$ cat src/rtl/io_intr_port_pkg.sv
// io_intr_port_pkg.sv - shared constants and types for the io interrupt port.
// Package name: lib_io. Imported by io_fifo users and by io_intr_port.
package lib_io;

  // io register map
  localparam logic [7:0] IO_DATA   = 8'h00;
  localparam logic [7:0] IO_STATUS = 8'h01;
  localparam logic [7:0] IO_CTRL   = 8'h02;
  localparam logic [7:0] IO_EOI    = 8'h03;

  // Threshold value after reset, and the value a written zero is coerced to
  localparam logic [7:0] THR_MIN = 8'd1;

  // Control register: interrupt threshold level and interrupt enable
  typedef struct packed {
    logic [7:0] thr;
    logic       ien;
  } io_ctrl_t;

  // STATUS read word, laid out exactly as the CPU sees it
  typedef struct packed {
    logic [15:0] rsvd_hi;
    logic [7:0]  count;
    logic [3:0]  rsvd_lo;
    logic        ovf_intr;  // 1 when overflow can also raise the interrupt
    logic        ovf;
    logic        full;
    logic        empty;
  } io_status_t;

  // Interrupt lifecycle
  typedef enum logic [1:0] {
    IDLE    = 2'd0,
    PEND    = 2'd1,
    SERVICE = 2'd2
  } intr_state_t;

  // CTRL read word: bits[15:8]=thr, bit0=ien
  function automatic logic [31:0] ctrl_to_word(input io_ctrl_t c);
    return {16'h0000, c.thr, 7'h00, c.ien};
  endfunction

  // A threshold of zero would fire permanently; it is stored as one instead
  function automatic logic [7:0] thr_sanitize(input logic [7:0] thr);
    return (thr == 8'h00) ? THR_MIN : thr;
  endfunction

endpackage

$ cat src/rtl/io_intr_port_fifo.sv
// io_intr_port_fifo.sv - byte FIFO (module io_fifo) buffering device input.
// Handles storage, wrap-around pointers, occupancy count and same-cycle
// push/pop. A push while full and a pop while empty are ignored here.
module io_fifo #(
  parameter  int DEPTH = 16,
  localparam int AW    = $clog2(DEPTH)
) (
  input  logic          clk,
  input  logic          rst_n,
  input  logic          push_i,
  input  logic [7:0]    wdata_i,
  input  logic          pop_i,
  output logic [7:0]    head_o,
  output logic [AW:0]   count_o,
  output logic          full_o,
  output logic          empty_o
);

  localparam logic [AW:0]   FULL_COUNT = (AW+1)'(DEPTH);
  localparam logic [AW:0]   CNT_STEP   = (AW+1)'(1);
  localparam logic [AW-1:0] PTR_STEP   = AW'(1);

  logic [7:0]    mem_q [DEPTH];
  logic [AW-1:0] wr_ptr_q, wr_ptr_d;
  logic [AW-1:0] rd_ptr_q, rd_ptr_d;
  logic [AW:0]   count_q, count_d;
  logic          push_ok;
  logic          pop_ok;

  assign full_o  = (count_q == FULL_COUNT);
  assign empty_o = (count_q == '0);
  assign count_o = count_q;
  assign head_o  = mem_q[rd_ptr_q];

  // Qualify requests against the state seen at the start of the cycle
  assign push_ok = push_i & ~full_o;
  assign pop_ok  = pop_i & ~empty_o;

  // Next pointers and count; pointers wrap naturally since DEPTH is 2**AW
  always_comb begin
    // NOTE: every output of a combinational block gets a default first so no latch is inferred.
    wr_ptr_d = wr_ptr_q;
    rd_ptr_d = rd_ptr_q;
    count_d  = count_q;
    if (push_ok) wr_ptr_d = wr_ptr_q + PTR_STEP;
    if (pop_ok)  rd_ptr_d = rd_ptr_q + PTR_STEP;
    case ({push_ok, pop_ok})
      2'b10:   count_d = count_q + CNT_STEP;
      2'b01:   count_d = count_q - CNT_STEP;
      default: count_d = count_q;
    endcase
  end

  // Pointer and count registers
  always_ff @(posedge clk or negedge rst_n) begin
    // NOTE: sequential state is updated with non-blocking assignments only.
    if (!rst_n) begin
      wr_ptr_q <= '0;
      rd_ptr_q <= '0;
      count_q  <= '0;
    end else begin
      wr_ptr_q <= wr_ptr_d;
      rd_ptr_q <= rd_ptr_d;
      count_q  <= count_d;
    end
  end

  // Byte storage
  always_ff @(posedge clk) begin
    // NOTE: storage is deliberately not reset; the count and empty flag guard every read.
    if (push_ok) mem_q[wr_ptr_q] <= wdata_i;
  end

endmodule

$ cat src/rtl/io_intr_port.sv
// io_intr_port.sv - CPU io responder and interrupt request source.
// Serves CPU io reads/writes (DATA, STATUS, CTRL, EOI), buffers device bytes
// in io_fifo, tracks overflow, and runs the IDLE/PEND/SERVICE interrupt FSM
// that drives irr.
// Optional feature macro: IO_OVF_INTR_EN - when defined, a sticky overflow
// also raises the interrupt and STATUS bit3 reads 1.
module io_intr_port
  import lib_io::*;
#(
  parameter  int DEPTH = 16,
  localparam int AW    = $clog2(DEPTH)
) (
  input  logic        clk,
  input  logic        reset,
  input  logic        io_re,
  input  logic        io_we,
  input  logic [7:0]  io_addr,
  input  logic [31:0] io_wdata,
  output logic [31:0] io_rdata,
  input  logic        dev_valid,
  input  logic [7:0]  dev_data,
  output logic        dev_ready,
  input  logic        intr_ack,
  output logic        irr
);

`ifdef IO_OVF_INTR_EN
  localparam logic OVF_INTR_FEATURE = 1'b1;
`else
  localparam logic OVF_INTR_FEATURE = 1'b0;
`endif

  // FIFO interface
  logic [AW:0] fifo_count;
  logic        fifo_full;
  logic        fifo_empty;
  logic [7:0]  fifo_head;
  logic        push;
  logic        pop;

  // Register state
  io_ctrl_t    ctrl_q;
  logic        ovf_q;
  intr_state_t state_q;
  logic        irr_q;
  logic [31:0] io_rdata_q;

  // Decode and derived signals
  logic        rd_data;
  logic        wr_ctrl;
  logic        wr_eoi;
  logic [31:0] count_ext;
  logic        level_hit;
  logic        intr_trigger;
  io_status_t  status;
  logic [31:0] rdata_d;
  logic        unused_wdata;

  assign rd_data = io_re && (io_addr == IO_DATA);
  assign wr_ctrl = io_we && (io_addr == IO_CTRL);
  assign wr_eoi  = io_we && (io_addr == IO_EOI);

  // Device side: accept whenever there is room; the FIFO ignores an empty pop
  assign dev_ready = ~fifo_full;
  assign push      = dev_valid & dev_ready;
  assign pop       = rd_data;

  io_fifo #(.DEPTH(DEPTH)) u_fifo (
    .clk     (clk),
    .rst_n   (reset),
    .push_i  (push),
    .wdata_i (dev_data),
    .pop_i   (pop),
    .head_o  (fifo_head),
    .count_o (fifo_count),
    .full_o  (fifo_full),
    .empty_o (fifo_empty)
  );

  // Threshold compare done at a common width so any DEPTH works
  assign count_ext = 32'(fifo_count);
  assign level_hit = (count_ext >= 32'(ctrl_q.thr));

`ifdef IO_OVF_INTR_EN
  assign intr_trigger = ctrl_q.ien & (level_hit | ovf_q);
`else
  assign intr_trigger = ctrl_q.ien & level_hit;
`endif

  // Only bit0 and bits[15:8] of write data are meaningful
  assign unused_wdata = ^{io_wdata[31:16], io_wdata[7:1]};

  // STATUS word assembly; count is zero-extended/truncated to 8 bits
  always_comb begin
    status          = '0;
    status.count    = count_ext[7:0];
    status.ovf_intr = OVF_INTR_FEATURE;
    status.ovf      = ovf_q;
    status.full     = fifo_full;
    status.empty    = fifo_empty;
  end

  // Read mux; all values reflect state before any same-cycle write
  always_comb begin
    rdata_d = '0;
    case (io_addr)
      IO_DATA:   rdata_d = fifo_empty ? 32'h0 : {24'h0, fifo_head};
      IO_STATUS: rdata_d = status;
      IO_CTRL:   rdata_d = ctrl_to_word(ctrl_q);
      default:   rdata_d = '0;
    endcase
  end

  // Read data register: loads only on a read strobe, otherwise holds
  always_ff @(posedge clk or negedge reset) begin
    if (!reset)     io_rdata_q <= '0;
    else if (io_re) io_rdata_q <= rdata_d;
  end

  // Control register: enable and threshold, zero threshold coerced to one
  always_ff @(posedge clk or negedge reset) begin
    if (!reset) begin
      ctrl_q.ien <= 1'b0;
      ctrl_q.thr <= THR_MIN;
    end else if (wr_ctrl) begin
      ctrl_q.ien <= io_wdata[0];
      ctrl_q.thr <= thr_sanitize(io_wdata[15:8]);
    end
  end

  // Sticky overflow: set by a byte offered while full, cleared by EOI bit0.
  // A new overflow in the same cycle as the clear wins.
  always_ff @(posedge clk or negedge reset) begin
    if (!reset)                         ovf_q <= 1'b0;
    else if (dev_valid && fifo_full)    ovf_q <= 1'b1;
    else if (wr_eoi && io_wdata[0])     ovf_q <= 1'b0;
  end

  // Interrupt lifecycle FSM with registered irr
  always_ff @(posedge clk or negedge reset) begin
    if (!reset) begin
      state_q <= IDLE;
      irr_q   <= 1'b0;
    end else begin
      case (state_q)
        IDLE: begin
          if (intr_trigger) begin
            state_q <= PEND;
            irr_q   <= 1'b1;
          end
        end
        PEND: begin
          if (intr_ack) begin
            state_q <= SERVICE;
            irr_q   <= 1'b0;
          end else if (!ctrl_q.ien) begin
            state_q <= IDLE;
            irr_q   <= 1'b0;
          end
        end
        SERVICE: begin
          irr_q <= 1'b0;
          if (wr_eoi) state_q <= IDLE;
        end
        default: begin
          state_q <= IDLE;
          irr_q   <= 1'b0;
        end
      endcase
    end
  end

  assign io_rdata = io_rdata_q;
  assign irr      = irr_q;

endmodule
$ cat config.mk
export PLATFORM = sky130hd
export DESIGN_NAME = io_intr_port
export DESIGN_NICKNAME = d
export VERILOG_FILES = /design/src/rtl/io_intr_port_pkg.sv /design/src/rtl/io_intr_port_fifo.sv /design/src/rtl/io_intr_port.sv
export SDC_FILE = /design/constraint.sdc
export NUM_CORES = 1
export LEC_CHECK = 0
export CAP_MARGIN = 40
export CORE_MARGIN = 2
export CORE_UTILIZATION = 40
export CTS_CLUSTER_SIZE = 12
export DETAILED_ROUTE_END_ITERATION = 7
export PLACE_DENSITY = 0.62
export SETUP_SLACK_MARGIN = 0.2
export SLEW_MARGIN = 15
export SYNTH_ARGS = -nofsm -noshare
export SYNTH_HDL_FRONTEND = slang
export SYNTH_SLANG_ARGS = --single-unit
$ cat constraint.sdc
create_clock -name clk -period 3.6 [get_ports clk]
set_input_delay 0.72 -clock clk [delete_from_list [all_inputs] [get_ports clk]]
set_output_delay 0.72 -clock clk [all_outputs]
set_load 0.1 [all_outputs]
==> out/metrics.cfg, run 1 <==
[power]
power.density_nw_per_um2=578
clock_power_share_pct=36.0
p_leak_nw=3.15
p_seq_share_pct=48.5
sw_frac_of_total_pct=27.1
ir_drop_mv=0.442
p_sw_mw=1.40
combPwrFrac_pct=15.5
p_int_mw=3.76

[route]
post_drt_wl_per_cell_um=19.1
vias=4031
dr.pass1.iters=4
drtAntennaViolNets=0
drt-total-wl_um=14700
vias_per_cell=5.24
drc_errors=0
drt_iter0_drc=286

[final_layout]
mostFrequentLayoutCell=edfxtp_1
multi_input_area_um2=2090
fin_cells=770
area_growth_pct=23.4
antenna_cells=0
nets=596
seqCellArea_um2=4900
most-common-layout-cells=128 x edfxtp_1, 46 x clkdlybuf4s50_1, 40 x dfrtp_1
num-fill-cells=1437
postLayoutCoreUtil_pct=50.0
layout-drive-gt1-share_pct=23.5

[placed_design]
dpl.cell_count=738
place.gp.congestion=0.810
hpwlAfterDp_um=10100
port_buffers=48

[timing]
finalHoldViolCount=0
setup_tns_ps=0
rsz0062_at_grt=false
setup_violations=0
worstMarginPinSlew_ps=792
fmax_mhz=342
finClkSkew_ps=10.6
relSlewSlack_pct=47.2
layout_min_cycle_time_ps=2930
period_share_pct=81.3
slew_violations=0

[setup_path]
rrSetupSlack_ps=800
cp_max_fo=6
arrival_ps=3230
critical_path_class=input pin to flop
crit_path_start_kind=input pin
cp.required_ps=3900
cp-end-kind=flop

[cts]
root_buffer=clkbuf_16
cts_tree=yes
clkTransAtPathRegs_ps=60
clockBufferDepth=2
cts_num_sinks=170
cts_buffers=17
ctsHoldBuffers=0
clock_latency_ps=420
ctsHtreeMaxLevel=4
cts_setup_buffers=0
post_cts_resized=0

[hold_path]
hp-class=input pin to asynchronous set/reset pin

[status]
outcome=finished, final reports clean

[die]
ioPinCount=88
die_area_um2=19200
fp-row-count=49
dieWidth_um=138
core_area_um2=17800
start_util_pct=40.5
die_h_um=138

[synth]
syn_area_um2=7230
async_reset_ff_share_pct=24.7
ys_warn_count=0
syn_inst=443
synth_area_per_cell_um2=16.3
ys.flop_type=edfxtp_1
synthDistinctLibCells=47
ys_seq_area_share_pct=67.7
synth-edff-count=128
synth-seq-cells=170

[global_routing]
grt_max_degree=32
grt_pass1_wl_um=23400
antenna_found_initial=0
track_usage_pct=16.3
grt_pass1_vias=4144
overflow=0

[run]
drv_cap=0

sequential cells by signal (all words and copies together) (netlist names):
register / flops
u_fifo.mem_q: 128
io_rdata: 16
ctrl_q: 9
u_fifo.count_o: 5
u_fifo.rd_ptr_q: 4
u_fifo.wr_ptr_q: 4
state_q: 2
irr: 1
ovf_q: 1
power by group through the flow:
stage | logic (mW) | clock network (mW) | registers, mW
after global routing | 0.876 | 1.99 | 2.53
final | 0.802 | 1.86 | 2.50
after global placement | 0.768 | 0 | 2.53
after detailed placement | 0.807 | 0 | 2.54
after CTS | 0.810 | 1.90 | 2.50
after floorplan | 0.600 | 0 | 2.47
through the flow:
step	instance area, um^2	hold WS, ps	total power [mW]	setup WS (ps)
final	8920	197	5.16	673
after global routing	8920	195	5.39	526
after CTS	8920	185	5.21	683
after detailed placement	8310	454	3.35	243
after global placement	8030	445	3.30	270
after floorplan	7290	424	3.07	470
worst paths after layout:
kind                                endpoint              start  cells past startpoint
setup / recovery           u_fifo.count_o[4]         io_addr[5]                     11
hold / removal             u_fifo.count_o[3]              reset                      1
setup reg to reg           u_fifo.count_o[4]  u_fifo.count_o[1]                     11
hold reg to reg                   state_q[0]         state_q[1]                      1
max in group asynchronous       io_rdata[13]              reset                      2
min in group clk                  state_q[0]         state_q[1]                      1
critical path, stage by stage:
cell and delay [ps]:
clkdlybuf4s50_1 400, or4_4 580, nor3_4 140, and3_1 220
ha_1 280, xor2_1 100, ha_1 230, o21a_1 180
o21ai_0 160, a21oi_1 100, xnor2_1 120
synthesized netlist by cell type, types with 2 or more instances:
| master | n | share of area, % |
|---|---|---|
| mux4_2 | 32 | 10 |
| and3_1 | 2 | 0.17 |
| nand2_1 | 19 | 0.99 |
| edfxtp_1 | 128 | 53 |
| o22ai_1 | 5 | 0.43 |
| mux2_2 | 10 | 1.6 |
| nand3b_1 | 2 | 0.21 |
| a32o_1 | 2 | 0.28 |
| nand4_1 | 4 | 0.35 |
| inv_1 | 20 | 1.0 |
| a21oi_1 | 9 | 0.62 |
| xor2_1 | 6 | 0.73 |
| nor3_1 | 8 | 0.55 |
| o21ai_0 | 14 | 0.97 |
| mux2i_1 | 16 | 2.2 |
| ha_1 | 14 | 2.4 |
| dfrtp_1 | 41 | 14 |
| a211oi_1 | 2 | 0.21 |
| nand2b_1 | 7 | 0.61 |
| a22o_1 | 5 | 0.61 |
| o221ai_1 | 5 | 0.61 |
| clkbuf_1 | 11 | 0.57 |
| nand3_1 | 7 | 0.48 |
| or2_1 | 2 | 0.17 |
| xnor2_1 | 7 | 0.85 |
| buf_4 | 18 | 1.9 |
| buf_2 | 8 | 0.55 |
| buf_1 | 3 | 0.16 |
| nor2_1 | 17 | 0.88 |
| nor2b_1 | 2 | 0.17 |
area by class of cell:
type,count,share of cell area [%]
clock inverters,15,2.09
well taps,229,3.21
repair buffers,91,10.8
inverters,20,0.841
multi-input cells,228,23.5
flip-flops and latches,170,54.9
clock buffers,17,4.77
layer usage:
layer	up-vias	share of wire (%)	global-route usage, %
li1	1834	-	-
met1	2058	43	21.0
met2	129	50	26.9
met3	10	5.4	4.02
met4	0	1.4	6.02
met5	-	0	0
kinds of logic (layout without fill, tap and decap cells):
family,count (synthesis),in the layout,share of synthesized area [%]
flip-flops,170,170,67.7
multiplexers,58,58,13.7
AND/OR/NAND/NOR,78,78,5.79
XOR/XNOR,13,13,1.57
AO/OA/AOI/OAI,49,49,4.55
buffers and inverters,60,143,4.19
adder cells (fa/ha/maj),14,14,2.42
other,1,16,0.0518
No activity file was read; power rests on OpenSTA's default activity.
==> inputs of run 2 (changes only) <==
==> constraint.sdc (replaced) <==
create_clock -name clk -period 2.9 [get_ports clk]
set_input_delay 0.58 -clock clk [delete_from_list [all_inputs] [get_ports clk]]
set_output_delay 0.58 -clock clk [all_outputs]
set_load 0.1 [all_outputs]
==> run 2 against run 1 <==
Non-clock buffer count decreased by 2; utilization decreased by 1.2 points; combinational power increased by 36%; wire length increased by 2.4%; clock power increased by 15%; critical path depth unchanged; cell count decreased by 0.26%; cell area decreased by 2.5%; register-to-register slack got worse by 390 ps; clock-buffer cell count unchanged; largest power group unchanged; worst setup slack got worse by 420 ps; power increased by 22%.
==> out/metrics.cfg, run 2 (same netlist as run 1, synthesis figures left out) <==
[final_layout]
design_area_um2=8700  ; -2.5%
area_growth_pct=20.3
mostFrequentLayoutCell=edfxtp_1
nets=594  ; -0.34%
regMostFlops=u_fifo.mem_q
largest_reg_flops=128  ; unchanged
layout-drive-gt1-share_pct=27.8  ; +4.4 points
antenna_cells=0  ; unchanged
fin_cells=768  ; -0.26%
most-common-layout-cells=128 x edfxtp_1, 58 x buf_4, 39 x dfrtp_1

[route]
vias_per_cell=5.17  ; -1.2%
vias=3974  ; -1.4%
dr.pass1.iters=5  ; +1
drt_iter0_drc=187  ; -35%
post_drt_wl_per_cell_um=19.6  ; +2.7%
drc_errors=0  ; unchanged
drt-total-wl_um=15100  ; +2.4%
drtAntennaViolNets=0  ; unchanged

[setup_path]
crit_path_max_incr_delay_ps=570  ; about the same
path_cells=clkdlybuf4s50_1 > or4_4 > nor3_4 > and3_4 > ha_4 > xor2_1 > ha_2 > a31oi_2 > nor3_2 > a21oi_2 > xnor2_1
cp-end-kind=flop
cp_max_fo=4  ; -2
cp.required_ps=3210  ; -690 ps
critical_path_class=input pin to flop
arrival_ps=2950  ; -280 ps
crit_path_start_kind=input pin
crit_slowest_cell=or4_4

[cts]
cts_num_sinks=170  ; unchanged
clock_latency_ps=420  ; about the same
cts_buffers=17  ; unchanged
clkTransAtPathRegs_ps=70  ; about the same
ctsHoldBuffers=0  ; unchanged
cts_tree=yes
ctsHtreeMaxLevel=4  ; unchanged
clockBufferDepth=2  ; unchanged
root_buffer=clkbuf_16

[global_routing]
grt_pass1_wl_um=23600  ; +0.68%
overflow=0  ; unchanged
antenna_found_initial=0  ; unchanged
grt_use_met1_pct=21.0  ; about the same
track_usage_pct=16.5  ; +0.22 points
met3_usage_pct=4.50  ; +0.48 points
grtUsageMet2_pct=27.5  ; +0.60 points
grt_pass1_vias=4231  ; +2.1%
top_usage_layer=met2
grt_max_degree=34  ; +6.3%

[die]
fp-row-count=49  ; unchanged
core_area_um2=17800  ; unchanged
die_area_um2=19200  ; unchanged
dieWidth_um=138  ; unchanged
start_util_pct=40.5  ; unchanged
ioPinCount=88  ; unchanged
die_h_um=138  ; unchanged

[timing]
worstMarginPinSlew_ps=725  ; -66.5 ps
slew_violations=0  ; unchanged
finClkSkew_ps=10.2  ; -0.402 ps
fmax_mhz=379
period_share_pct=91.1
finalHoldViolCount=0  ; unchanged
rsz0062_at_grt=false
setup_violations=0  ; unchanged
layout_min_cycle_time_ps=2640
relSlewSlack_pct=51.7  ; +4.4 points
setup_tns_ps=0  ; unchanged
setup_slack_ps=258  ; -415 ps

[power]
p_total_mw=6.29  ; +22%
ir_drop_mv=0.459  ; +4.0%
p_leak_nw=3.10  ; -1.8%
power.density_nw_per_um2=723  ; +25%

[status]
outcome=finished, final reports clean

[placed_design]
place_worst_setup_slack_ps=-199  ; -442 ps
placed_area_um2=8120  ; -2.3%
port_buffers=48  ; unchanged
place.gp.congestion=0.827  ; +2.1%
hpwlAfterDp_um=10200  ; +1.5%
dpl.cell_count=736  ; -0.27%

[run]
drv_cap=0  ; unchanged

[hold_path]
hp-class=input pin to asynchronous set/reset pin

run 2: power by group:
group,leakage (nW),switching [mW],internal (mW)
clock network,0.263,0.998,1.13
registers,1.71,0.183,2.89
logic,1.12,0.645,0.443
total,3.10,1.83,4.47
run 2: path summary, 6_finish.rpt:
check	slack, ps	end	from	cells past startpoint
worst max-delay path	260	u_fifo.count_o[4]	io_addr[2]	11
worst min-delay path	50	ctrl_q[3]	reset	1
worst max register to register	410	u_fifo.count_o[4]	u_fifo.count_o[2]	12
worst min register to register	470	state_q[0]	state_q[1]	1
max in group asynchronous	2330	u_fifo.rd_ptr_q[0]	reset	2
min in group clk	470	state_q[0]	state_q[1]	1
run 2: layer usage:
metal	share of wire, %	wire (um)
met5	0	0
met1	44	6630
met4	1.7	254
met3	5.2	779
met2	49	7400
run 2: critical path: cells and delay by family:
family	cells	cell delay [ps]
and+or+nand+nor	4	1130
adders and majority gates	2	390
buffers and inverters	1	400
xor gates and xnor gates	2	290
AOI/OAI and AO/OA	2	150
run 2: layout make-up:
class / instances / area (um^2)
clock buffer: 17 / 425
clock inverter: 15 / 133
fill: 1511 / 9140
inverter: 20 / 75.1
multi-input combinational: 228 / 2130
sequential: 170 / 4900
tap: 229 / 287
timing repair buffer: 89 / 751
run 2: what timing repair did:
item | 4_1_cts | 5_1_grt
resized for setup | 0 | 7
setup buffers | 0 | 0
endpoints found under the setup margin | 0 | 2
run 2: stage by stage:
step / hold slack (ps) / util, %
after global placement: 446 / 45.4
after detailed placement: 450 / 45.5
after CTS: 39.4 / 48.7
final: 54.2 / 48.8
after global routing: 42.5 / 48.8
after floorplan: 284 / -
